### config.mk
export PLATFORM = sky130hd
export DESIGN_NAME = instruction_fetch
export DESIGN_NICKNAME = d
export VERILOG_FILES = /design/src/rtl/instruction_fetch_pkg.sv /design/src/rtl/if_skid_buffer.sv /design/src/rtl/instruction_fetch.sv
export SDC_FILE = /design/constraint.sdc
export NUM_CORES = 1
export LEC_CHECK = 0
export CAP_MARGIN = 20
export CORE_MARGIN = 3
export CORE_UTILIZATION = 40
export CTS_BUF_LIST = sky130_fd_sc_hd__clkbuf_2 sky130_fd_sc_hd__clkbuf_4 sky130_fd_sc_hd__clkbuf_8
export CTS_CLUSTER_SIZE = 24
export DETAILED_ROUTE_END_ITERATION = 7
export GPL_ROUTABILITY_DRIVEN = 0
export HOLD_SLACK_MARGIN = 0.06
export PLACE_DENSITY_LB_ADDON = 0.1
export SLEW_MARGIN = 40
export SYNTH_ARGS = -nofsm -noshare
export SYNTH_HDL_FRONTEND = slang
export SYNTH_SLANG_ARGS = --single-unit
export TNS_END_PERCENT = 1
### constraint.sdc
create_clock -name clk -period 2.12 [get_ports clk]
set_clock_uncertainty 0.1 [all_clocks]
set_input_delay 0.424 -clock clk [delete_from_list [all_inputs] [get_ports clk]]
set_output_delay 0.424 -clock clk [all_outputs]
set_load 0.01 [all_outputs]
### src/rtl/instruction_fetch_pkg.sv
// Core-wide constants and types shared by the IF stage.
//   XLEN            : datapath width
//   IF_NOP_INSTR    : addi x0,x0,0, used as the IF/ID bubble
//   IF_RESET_PC     : default reset vector
//   if_state_e      : fetch FSM states (FETCH / HOLD / DRAIN)
package instruction_fetch_pkg;
  localparam int XLEN = 32;
  localparam logic [XLEN-1:0] IF_NOP_INSTR = 32'h0000_0013;
  localparam logic [XLEN-1:0] IF_RESET_PC  = 32'h0000_0000;

  typedef enum logic [1:0] {
    FETCH = 2'd0,  // request outstanding at pc
    HOLD  = 2'd1,  // decode stalled, one fetched word parked in the skid
    DRAIN = 2'd2   // redirected while a request was in flight; discard it
  } if_state_e;
endpackage

### src/rtl/if_skid_buffer.sv
// One-entry {instr, pc} buffer parking a fetched word while decode stalls.
//   clk, rst_n      : clock, synchronous active-low reset
//   i_load          : capture i_instr/i_pc, mark full
//   i_unload        : entry consumed, mark empty
//   i_clear         : flush (wins over load/unload)
//   o_full, o_instr, o_pc : entry state and contents
module if_skid_buffer
  import instruction_fetch_pkg::*;
(
  input  logic            clk,
  input  logic            rst_n,
  input  logic            i_load,
  input  logic            i_unload,
  input  logic            i_clear,
  input  logic [XLEN-1:0] i_instr,
  input  logic [XLEN-1:0] i_pc,
  output logic            o_full,
  output logic [XLEN-1:0] o_instr,
  output logic [XLEN-1:0] o_pc
);
  logic            r_full;
  logic [XLEN-1:0] r_instr;
  logic [XLEN-1:0] r_pc;

  always_ff @(posedge clk) begin
    if (!rst_n) begin
      r_full  <= 1'b0;
      r_instr <= '0;
      r_pc    <= '0;
    end else if (i_clear) begin
      r_full <= 1'b0;
    end else if (i_load) begin
      r_full  <= 1'b1;
      r_instr <= i_instr;
      r_pc    <= i_pc;
    end else if (i_unload) begin
      r_full <= 1'b0;
    end
  end

  assign o_full  = r_full;
  assign o_instr = r_instr;
  assign o_pc    = r_pc;
endmodule

### src/rtl/instruction_fetch.sv
// RV32I IF stage: owns the PC, fetches words over a req/ready handshake and
// fills the IF/ID register consumed by decode.
//   clk, rst_n               : clock, synchronous active-low reset
//   imem_req/addr            : fetch request (combinational from state/pc)
//   imem_ready/rdata         : transfer completes when req & ready
//   stall                    : decode cannot accept, hold a valid IF/ID entry
//   redirect/redirect_pc     : taken branch/jump, flush and refetch
//   IF_ID_IR/NPC/PC/valid    : registered IF/ID pipeline register
module instruction_fetch
  import instruction_fetch_pkg::*;
#(
  parameter logic [31:0] RESET_PC  = IF_RESET_PC,
  parameter logic [31:0] NOP_INSTR = IF_NOP_INSTR
) (
  input  logic        clk,
  input  logic        rst_n,
  output logic        imem_req,
  output logic [31:0] imem_addr,
  input  logic        imem_ready,
  input  logic [31:0] imem_rdata,
  input  logic        stall,
  input  logic        redirect,
  input  logic [31:0] redirect_pc,
  output logic [31:0] IF_ID_IR,
  output logic [31:0] IF_ID_NPC,
  output logic [31:0] IF_ID_PC,
  output logic        IF_ID_valid
);
  if_state_e   r_state, w_state_nxt;
  logic [31:0] r_pc, w_pc_nxt, w_pc_inc;
  // Address of the in-flight request being discarded; pc already holds the target.
  logic [31:0] r_drain_addr, w_drain_nxt;
  logic [31:0] r_ir, r_ipc, r_npc, w_ir_nxt, w_ipc_nxt, w_npc_nxt;
  logic        r_v, w_v_nxt;
  logic        w_skid_load, w_skid_unload, w_skid_clear, w_skid_full;
  logic [31:0] w_skid_instr, w_skid_pc;

  if_skid_buffer u_skid (
    .clk      (clk),
    .rst_n    (rst_n),
    .i_load   (w_skid_load),
    .i_unload (w_skid_unload),
    .i_clear  (w_skid_clear),
    .i_instr  (imem_rdata),
    .i_pc     (r_pc),
    .o_full   (w_skid_full),
    .o_instr  (w_skid_instr),
    .o_pc     (w_skid_pc)
  );

  assign w_pc_inc  = r_pc + 32'd4;
  // Request drops during reset so an abandoned transaction is not re-issued.
  assign imem_req  = rst_n && (r_state != HOLD);
  assign imem_addr = (r_state == DRAIN) ? r_drain_addr : r_pc;

  always_comb begin
    w_state_nxt   = r_state;
    w_pc_nxt      = r_pc;
    w_drain_nxt   = r_drain_addr;
    w_ir_nxt      = r_ir;
    w_ipc_nxt     = r_ipc;
    w_npc_nxt     = r_npc;
    w_v_nxt       = r_v;
    w_skid_load   = 1'b0;
    w_skid_unload = 1'b0;
    w_skid_clear  = 1'b0;
    if (redirect) begin
      // Redirect beats stall and everything else.
      w_pc_nxt     = redirect_pc & ~32'd3;
      w_v_nxt      = 1'b0;
      w_ir_nxt     = NOP_INSTR;
      w_skid_clear = 1'b1;
      unique case (r_state)
        FETCH: if (!imem_ready) begin
          w_state_nxt = DRAIN;
          w_drain_nxt = r_pc;
        end
        HOLD:    w_state_nxt = FETCH;
        DRAIN:   w_state_nxt = DRAIN;
        default: w_state_nxt = FETCH;
      endcase
    end else begin
      unique case (r_state)
        FETCH: begin
          if (imem_ready) begin
            w_pc_nxt = w_pc_inc;
            if (!stall || !r_v) begin
              w_ir_nxt  = imem_rdata;
              w_ipc_nxt = r_pc;
              w_npc_nxt = w_pc_inc;
              w_v_nxt   = 1'b1;
            end else begin
              w_skid_load = 1'b1;
              w_state_nxt = HOLD;
            end
          end else if (!stall) begin
            w_v_nxt  = 1'b0;
            w_ir_nxt = NOP_INSTR;
          end
        end
        HOLD: if (!stall) begin
          w_ir_nxt      = w_skid_instr;
          w_ipc_nxt     = w_skid_pc;
          w_npc_nxt     = w_skid_pc + 32'd4;
          w_v_nxt       = w_skid_full;
          w_skid_unload = 1'b1;
          w_state_nxt   = FETCH;
        end
        DRAIN: if (imem_ready) w_state_nxt = FETCH;
        default: w_state_nxt = FETCH;
      endcase
    end
  end

  always_ff @(posedge clk) begin
    if (!rst_n) begin
      r_state      <= FETCH;
      r_pc         <= RESET_PC;
      r_drain_addr <= '0;
      r_ir         <= NOP_INSTR;
      r_ipc        <= '0;
      r_npc        <= '0;
      r_v          <= 1'b0;
    end else begin
      r_state      <= w_state_nxt;
      r_pc         <= w_pc_nxt;
      r_drain_addr <= w_drain_nxt;
      r_ir         <= w_ir_nxt;
      r_ipc        <= w_ipc_nxt;
      r_npc        <= w_npc_nxt;
      r_v          <= w_v_nxt;
    end
  end

  assign IF_ID_IR    = r_ir;
  assign IF_ID_PC    = r_ipc;
  assign IF_ID_NPC   = r_npc;
  assign IF_ID_valid = r_v;
endmodule
==> results of run 1 <==
-- Yosys cell counts, drive strengths merged, types with 2 or more instances --
cell type | count | area (µm²)
a21boi | 100 | 751
a21oi | 20 | 100
a311oi | 30 | 263
a32o | 9 | 90.1
and2 | 12 | 75.1
and3 | 6 | 37.5
and4 | 7 | 61.3
buf | 33 | 176
clkbuf | 114 | 429
dfxtp | 218 | 4360
ha | 2 | 25.0
inv | 10 | 37.5
mux2 | 27 | 304
mux2i | 2 | 20.0
nand2 | 341 | 1280
nand2b | 7 | 43.8
nand3 | 102 | 521
nand3b | 4 | 30.0
nand4 | 18 | 119
nor2 | 40 | 150
nor2b | 3 | 18.8
nor3 | 22 | 110
nor3b | 4 | 30.0
nor4 | 26 | 163
o211a | 41 | 410
o211ai | 22 | 170
o21a | 2 | 15.0
o21ai | 45 | 225
o221ai | 3 | 26.3
o311a | 2 | 20.0
o31a | 3 | 26.3
o31ai | 9 | 67.6
or2 | 2 | 12.5
or3 | 9 | 56.3
or3b | 2 | 17.5
or4 | 10 | 78.8
xnor2 | 39 | 342
xor2 | 18 | 158
-- worst max-delay path, cell delays in order, from the launching register on --
cell and delay, ps:
dfxtp_2 330, inv_2 50, nor2_4 130, buf_8 160, buf_16 130, buf_6 90
nand2_1 40, o21ai_1 80, buf_4 150, buf_6 100
-- registers in the layout, summed over array words and instances, names as in the netlist --
name	flops
IF_ID_valid	1
r_drain_addr	30
IF_ID_PC	30
IF_ID_NPC	30
u_skid.o_instr	32
IF_ID_IR	32
u_skid.o_pc	30
r_state	2
u_skid.o_full	1
r_pc	30
-- cells by family after synthesis --
| kind of cell | after synthesis |
|---|---|
| DFF | 218 |
| buffers and inverters | 157 |
| xor gates and xnor gates | 57 |
| other | 1 |
| adders and majority gates | 3 |
| muxes | 29 |
| and+or+nand+nor | 617 |
| AOI/OAI and AO/OA | 288 |
-- worst min path at each step --
| stage | start | end | slack [ps] | cells after the start |
|---|---|---|---|---|
| after floorplan | r_drain_addr[10] | r_drain_addr[10] | 340 | 2 |
| after global placement | r_drain_addr[18] | r_drain_addr[18] | 340 | 2 |
| after detailed placement | r_drain_addr[4] | r_drain_addr[4] | 350 | 2 |
| after CTS | rst_n | r_pc[20] | 310 | 3 |
| after global routing | rst_n | r_pc[16] | 350 | 3 |
| final | rst_n | r_pc[20] | 330 | 3 |
-- routing by layer --
layer | global-route usage [%] | wire (µm) | part of all wire [%] | vias up
li1 | - | - | - | 5237
met2 | 35.8 | 15300 | 44 | 326
met3 | 3.51 | 1970 | 5.7 | 52
met4 | 6.40 | 767 | 2.2 | 0
met1 | 33.2 | 16600 | 48 | 4919
met5 | 0 | 0 | 0 | -
-- power groups by stage --
stage	clock [µW]	sequential [µW]	combinational, µW
final	4200	4370	1550
after global routing	4510	4390	1670
after CTS	4320	4370	1540
after detailed placement	0	4450	1460
after global placement	0	4450	1450
after floorplan	0	4460	683
-- stage by stage --
step / util [%] / hold WS [ps]
2_1_floorplan: - / 340
3_3_place_gp: 52.3 / 345
3_5_place_dp: 52.3 / 355
4_1_cts: 56.5 / 306
5_1_grt: 56.9 / 345
6_report: 56.9 / 329
-- repair_timing --
item | CTS | global route
gates resized for setup | 190 | 29
buffers inserted | 4 | 4
pin swaps | 2 | 3
cloned | 4 | 0
endpoints found under the setup margin | 44 | 71
-- area by class of cell --
type                    count  area [µm²]  area share [%]
well taps                 335         419            2.79
inverters                  10        37.5           0.250
repair buffers            327        3220            21.5
multi-input cells        1000        6100            40.7
clock inverters             9        50.0           0.334
clock buffers              64         800            5.33
flip-flops and latches    218        4370            29.2
==> run summary, run 1 <==
initial antenna violation count = 1
power per cell area = 674 nW/µm²
vias after detailed routing = 10500
Max Slew Vio Count = 0
total global-route track usage = 23.0%
IO Count = 199
Initial DRT Pass Iterations = 5
CTS hold repair buffers = 0
reg2reg start = r_pc[3]
TritonCTS Buffers = 40
power share of the sequential group = 43.2%
r2r setup slk = 80 ps
period utilisation layout = 110%
worst-path fanout max = 4
die footprint = 29200 µm²
FF-to-FF path depth = 6
critical path launch point = r_state[1]
largest net degree at the start of global routing = 99
ys flop type = dfxtp_1
vias in the first global route = 9808
fillers = 2411
total gr overflow = 0
sw frac = 26.2%
CTS clk-pin slew, worst paths = 60 ps
CTS tree = yes
f_max = 430 MHz
Layout Nets = 1668
min Tclk post-route = 2320 ps
Fin Setup TNS = -5340 ps
arrival time worst endpoint = 1800 ps
HP Class = input port to flop
RSZ-0062 raised after global routing = true
Final Worst Setup Slack = -205 ps
leakage power = 0.00570 µW
port buffer count = 190
post-DP HPWL = 23900 µm
final instance area = 15000 µm²
dpl ws = -394 ps
required time worst endpoint = 1600 ps
crit start category = flop
Final Power = 10100 µW
Starting Density = 41.2%
combinational group share of total power = 15.3%
detailed router's first-iteration violation count = 809
synthesis-stage register bit count = 218
WL/cell = 17.6 µm
P_int = 7470 µW
die height = 171 µm
Setup-failing EPs final = 31
Setup crit end = imem_addr[16]
final wirelength = 34600 µm
violated checks = setup timing
Adder-Cell Fraction of Synth Area = 0.322%
final hold vios = 0
clock buffer depth = 3
commonest non-fill, non-tap cells in the layout = nand2_1, dfxtp_1, clkdlybuf4s50_1, buf_4
VDD IR-drop max = 477 µV
Synth Area in XOR/XNOR = 4.59%
clock share of power = 41.5%
share of post-route cells with drive strength above 1 = 18.6%
# DRC = 0
Crit. End Element = output port
Layout area overhead = 38.0%
antenna cell count = 0
Via density = 5.37
Die X = 171 µm
Unique masters post-synth = 52
syn_area_per_cell = 7.93 µm²
Max-cap violations = 0
dpl cells = 1879
post-synthesis compound-gate area fraction = 20.1%
register area share after synthesis = 40.1%
Ys Warns = 0
fin cells = 1963
Rows = 59
status = finished with violations
Worst-Skew Late Latency = 550 ps
htree depth = 2
Antenna Nets Post-Route = 0
post-synthesis mux area share = 2.98%
commonest non-fill, non-tap cell in the layout = nand2_1
Core ar. = 26400 µm²
simple-gate share of the synthesized area = 26.0%
Async S/R FF share, synth = 0%
Syn Std Cell Area = 10900 µm²
Crit Path Class = flop to output port
Placed Area = 13800 µm²
first-pass GRT wire length = 54200 µm
Reg-to-Reg End = IF_ID_NPC[28]
Mapped Cells = 1370
largest family of logic cells by synthesized area = simple AND/OR/NAND/NOR gates
CTS Sinks = 218
Clock Tree Root = clkbuf_8
Sw Pwr = 2650 µW
number of synthesized flops with an enable pin = 0
No activity file was read; power rests on OpenSTA's default activity.
==> run 2: changes to the inputs <==
==> constraint.sdc (replaced) <==
create_clock -name clk -period 2.12 [get_ports clk]
set_clock_uncertainty 0.1 [all_clocks]
set_input_delay 0.424 -clock clk [delete_from_list [all_inputs] [get_ports clk]]
set_output_delay 0.424 -clock clk [all_outputs]
set_load 0.1 [all_outputs]
==> run 2 against run 1 <==
Cell count is 1.3% lower. Sequential power barely moved. Utilization down 0.97 points. The run still ends with setup timing left. Cell area shrank 1.7%. Critical endpoint is now imem_addr[9]. Largest power group unchanged.
==> run summary, run 2 (synthesis gave the netlist of run 1 again) <==
status = finished with violations
violated checks = setup timing
initial antenna violation count = 0 (-1)
Fin Setup TNS = -5470 ps (-129 ps)
Max-cap violations = 0 (unchanged)
Sw Pwr = 3550 µW (+34%)
power share of the sequential group = 39.9% (-3.3 points)
final hold vios = 0 (unchanged)
first-pass GRT wire length = 55000 µm (+1.5%)
HP Class = input port to flop
share of post-route cells with drive strength above 1 = 23.0% (+4.4 points)
CTS tree = yes
dpl cells = 1865 (-0.75%)
Hold Slack = 192 ps (-138 ps)
combinational group share of total power = 23.2% (+7.9 points)
total global-route track usage = 23.4% (+0.39 points)
die height = 171 µm (unchanged)
VDD IR-drop max = 358 µV (-25%)
CTS hold repair buffers = 0 (unchanged)
sw frac = 32.4% (+6.2 points)
Starting Density = 41.2% (unchanged)
Setup-failing EPs final = 31 (unchanged)
RSZ-0062 raised after global routing = true
commonest non-fill, non-tap cell in the layout = nand2_1
antenna cell count = 0 (unchanged)
Layout area overhead = 35.7%
Final Power = 10900 µW (+8.0%)
port buffer count = 190 (unchanged)
largest net degree at the start of global routing = 81 (-18%)
die footprint = 29200 µm² (unchanged)
CTS Sinks = 218 (unchanged)
Clock Tree Root = clkbuf_8
Crit Path Class = flop to output port
worst-path fanout max = 9 (+5)
htree depth = 2 (unchanged)
commonest non-fill, non-tap cells in the layout = nand2_1, dfxtp_1, buf_4, a21boi_0, nand3_1
reg2reg start = r_pc[2]
Reg-to-Reg End = IF_ID_NPC[28]
Final Worst Setup Slack = -218 ps (-13.1 ps)
TritonCTS Buffers = 40 (unchanged)
Crit. End Element = output port
WL/cell = 17.8 µm (+0.90%)
Via density = 5.39 (+0.48%)
Layout Nets = 1647 (-1.3%)
P_int = 7380 µW (-1.1%)
total gr overflow = 0 (unchanged)
Initial DRT Pass Iterations = 5 (unchanged)
clock share of power = 36.9% (-4.6 points)
crit start category = flop
final wirelength = 34400 µm (-0.44%)
vias after detailed routing = 10400 (-0.85%)
min Tclk post-route = 2340 ps (+13.1 ps)
clock buffer depth = 3 (unchanged)
Max Slew Vio Count = 0 (unchanged)
r2r setup slk = 30 ps (-50 ps)
f_max = 428 MHz (-0.56%)
Slew HR = 66.2%
required time worst endpoint = 1600 ps (about the same)
Core ar. = 26400 µm² (unchanged)
final core utilization = 56.0% (-0.97 points)
fin cells = 1937 (-1.3%)
arrival time worst endpoint = 1810 ps (about the same)
Rows = 59 (unchanged)
vias in the first global route = 10200 (+3.8%)
slew at the pin closest to its max-slew limit = 506 ps
Die X = 171 µm (unchanged)
Antenna Nets Post-Route = 0 (unchanged)
power per cell area = 741 nW/µm² (+9.9%)
FF-to-FF path depth = 6 (unchanged)
Worst-Skew Late Latency = 540 ps (about the same)
IO Count = 199 (unchanged)
Min-Delay Endpoint = u_skid.o_pc[9]
leakage power = 0.00581 µW (+2.0%)
min-delay src = rst_n
period utilisation layout = 110% (+0.62 points)
detailed router's first-iteration violation count = 670 (-17%)
post-DP HPWL = 24100 µm (+0.63%)
CTS clk-pin slew, worst paths = 60 ps (about the same)
Hold Crit Depth = 2 (-1)
# DRC = 0 (unchanged)
==> run 2: worst max path at each step <==
stage	start	to	slack, ps	cells after the start
after global placement	imem_ready	IF_ID_IR[16]	-390	8
after global routing	r_state[1]	imem_addr[31]	-290	5
final	r_state[1]	imem_addr[9]	-220	5
after CTS	r_state[1]	imem_addr[31]	-290	6
after detailed placement	imem_ready	IF_ID_IR[21]	-450	8
after floorplan	r_state[0]	imem_addr[16]	-250	4
==> run 2: per-layer routing <==
metal | routed length [µm] | up-vias | part of all wire (%) | GRT usage [%]
li1 | - | 5187 | - | -
met1 | 15900 | 4947 | 46 | 32.1
met2 | 16300 | 264 | 47 | 39.1
met3 | 1620 | 46 | 4.7 | 3.26
met4 | 599 | 0 | 1.7 | 5.39
met5 | 0 | - | 0 | 0
==> run 2: worst max-delay path, stage by stage (launching register included) <==
cell and delay (ps):
dfxtp_2 350, inv_2 50, nor2_4 160, buf_6 200, mux2_4 350, buf_12 170
==> run 2: cell type report <==
class	count	area, µm²
multi-input cells	1000	6100
flip-flops and latches	218	4370
clock buffers	60	769
fillers	2471	11600
repair buffers	306	3020
inverters	10	37.5
clock inverters	8	40.0
well taps	335	419
==> run 2: per-stage QoR <==
| stage | instance area, µm² | setup WS [ps] |
|---|---|---|
| after floorplan | 10900 | -248 |
| after global placement | 13700 | -392 |
| after detailed placement | 13700 | -452 |
| after CTS | 14800 | -293 |
| after global routing | 14700 | -291 |
| final | 14700 | -218 |
==> run 2: power groups by stage <==
stage	logic (µW)	clock network (µW)	registers (µW)
finish	2530	4040	4360
global route	2660	4350	4380
CTS	2550	4160	4360
detailed placement	2490	0	4450
global placement	2480	0	4440
floorplan	1030	0	5080
==> run 2: what timing repair did <==
item	in CTS	in global routing
endpoints found under the setup margin	36	61
resized for setup	42	13
gates cloned	1	0
setup buffers	4	1
pin swaps	3	5
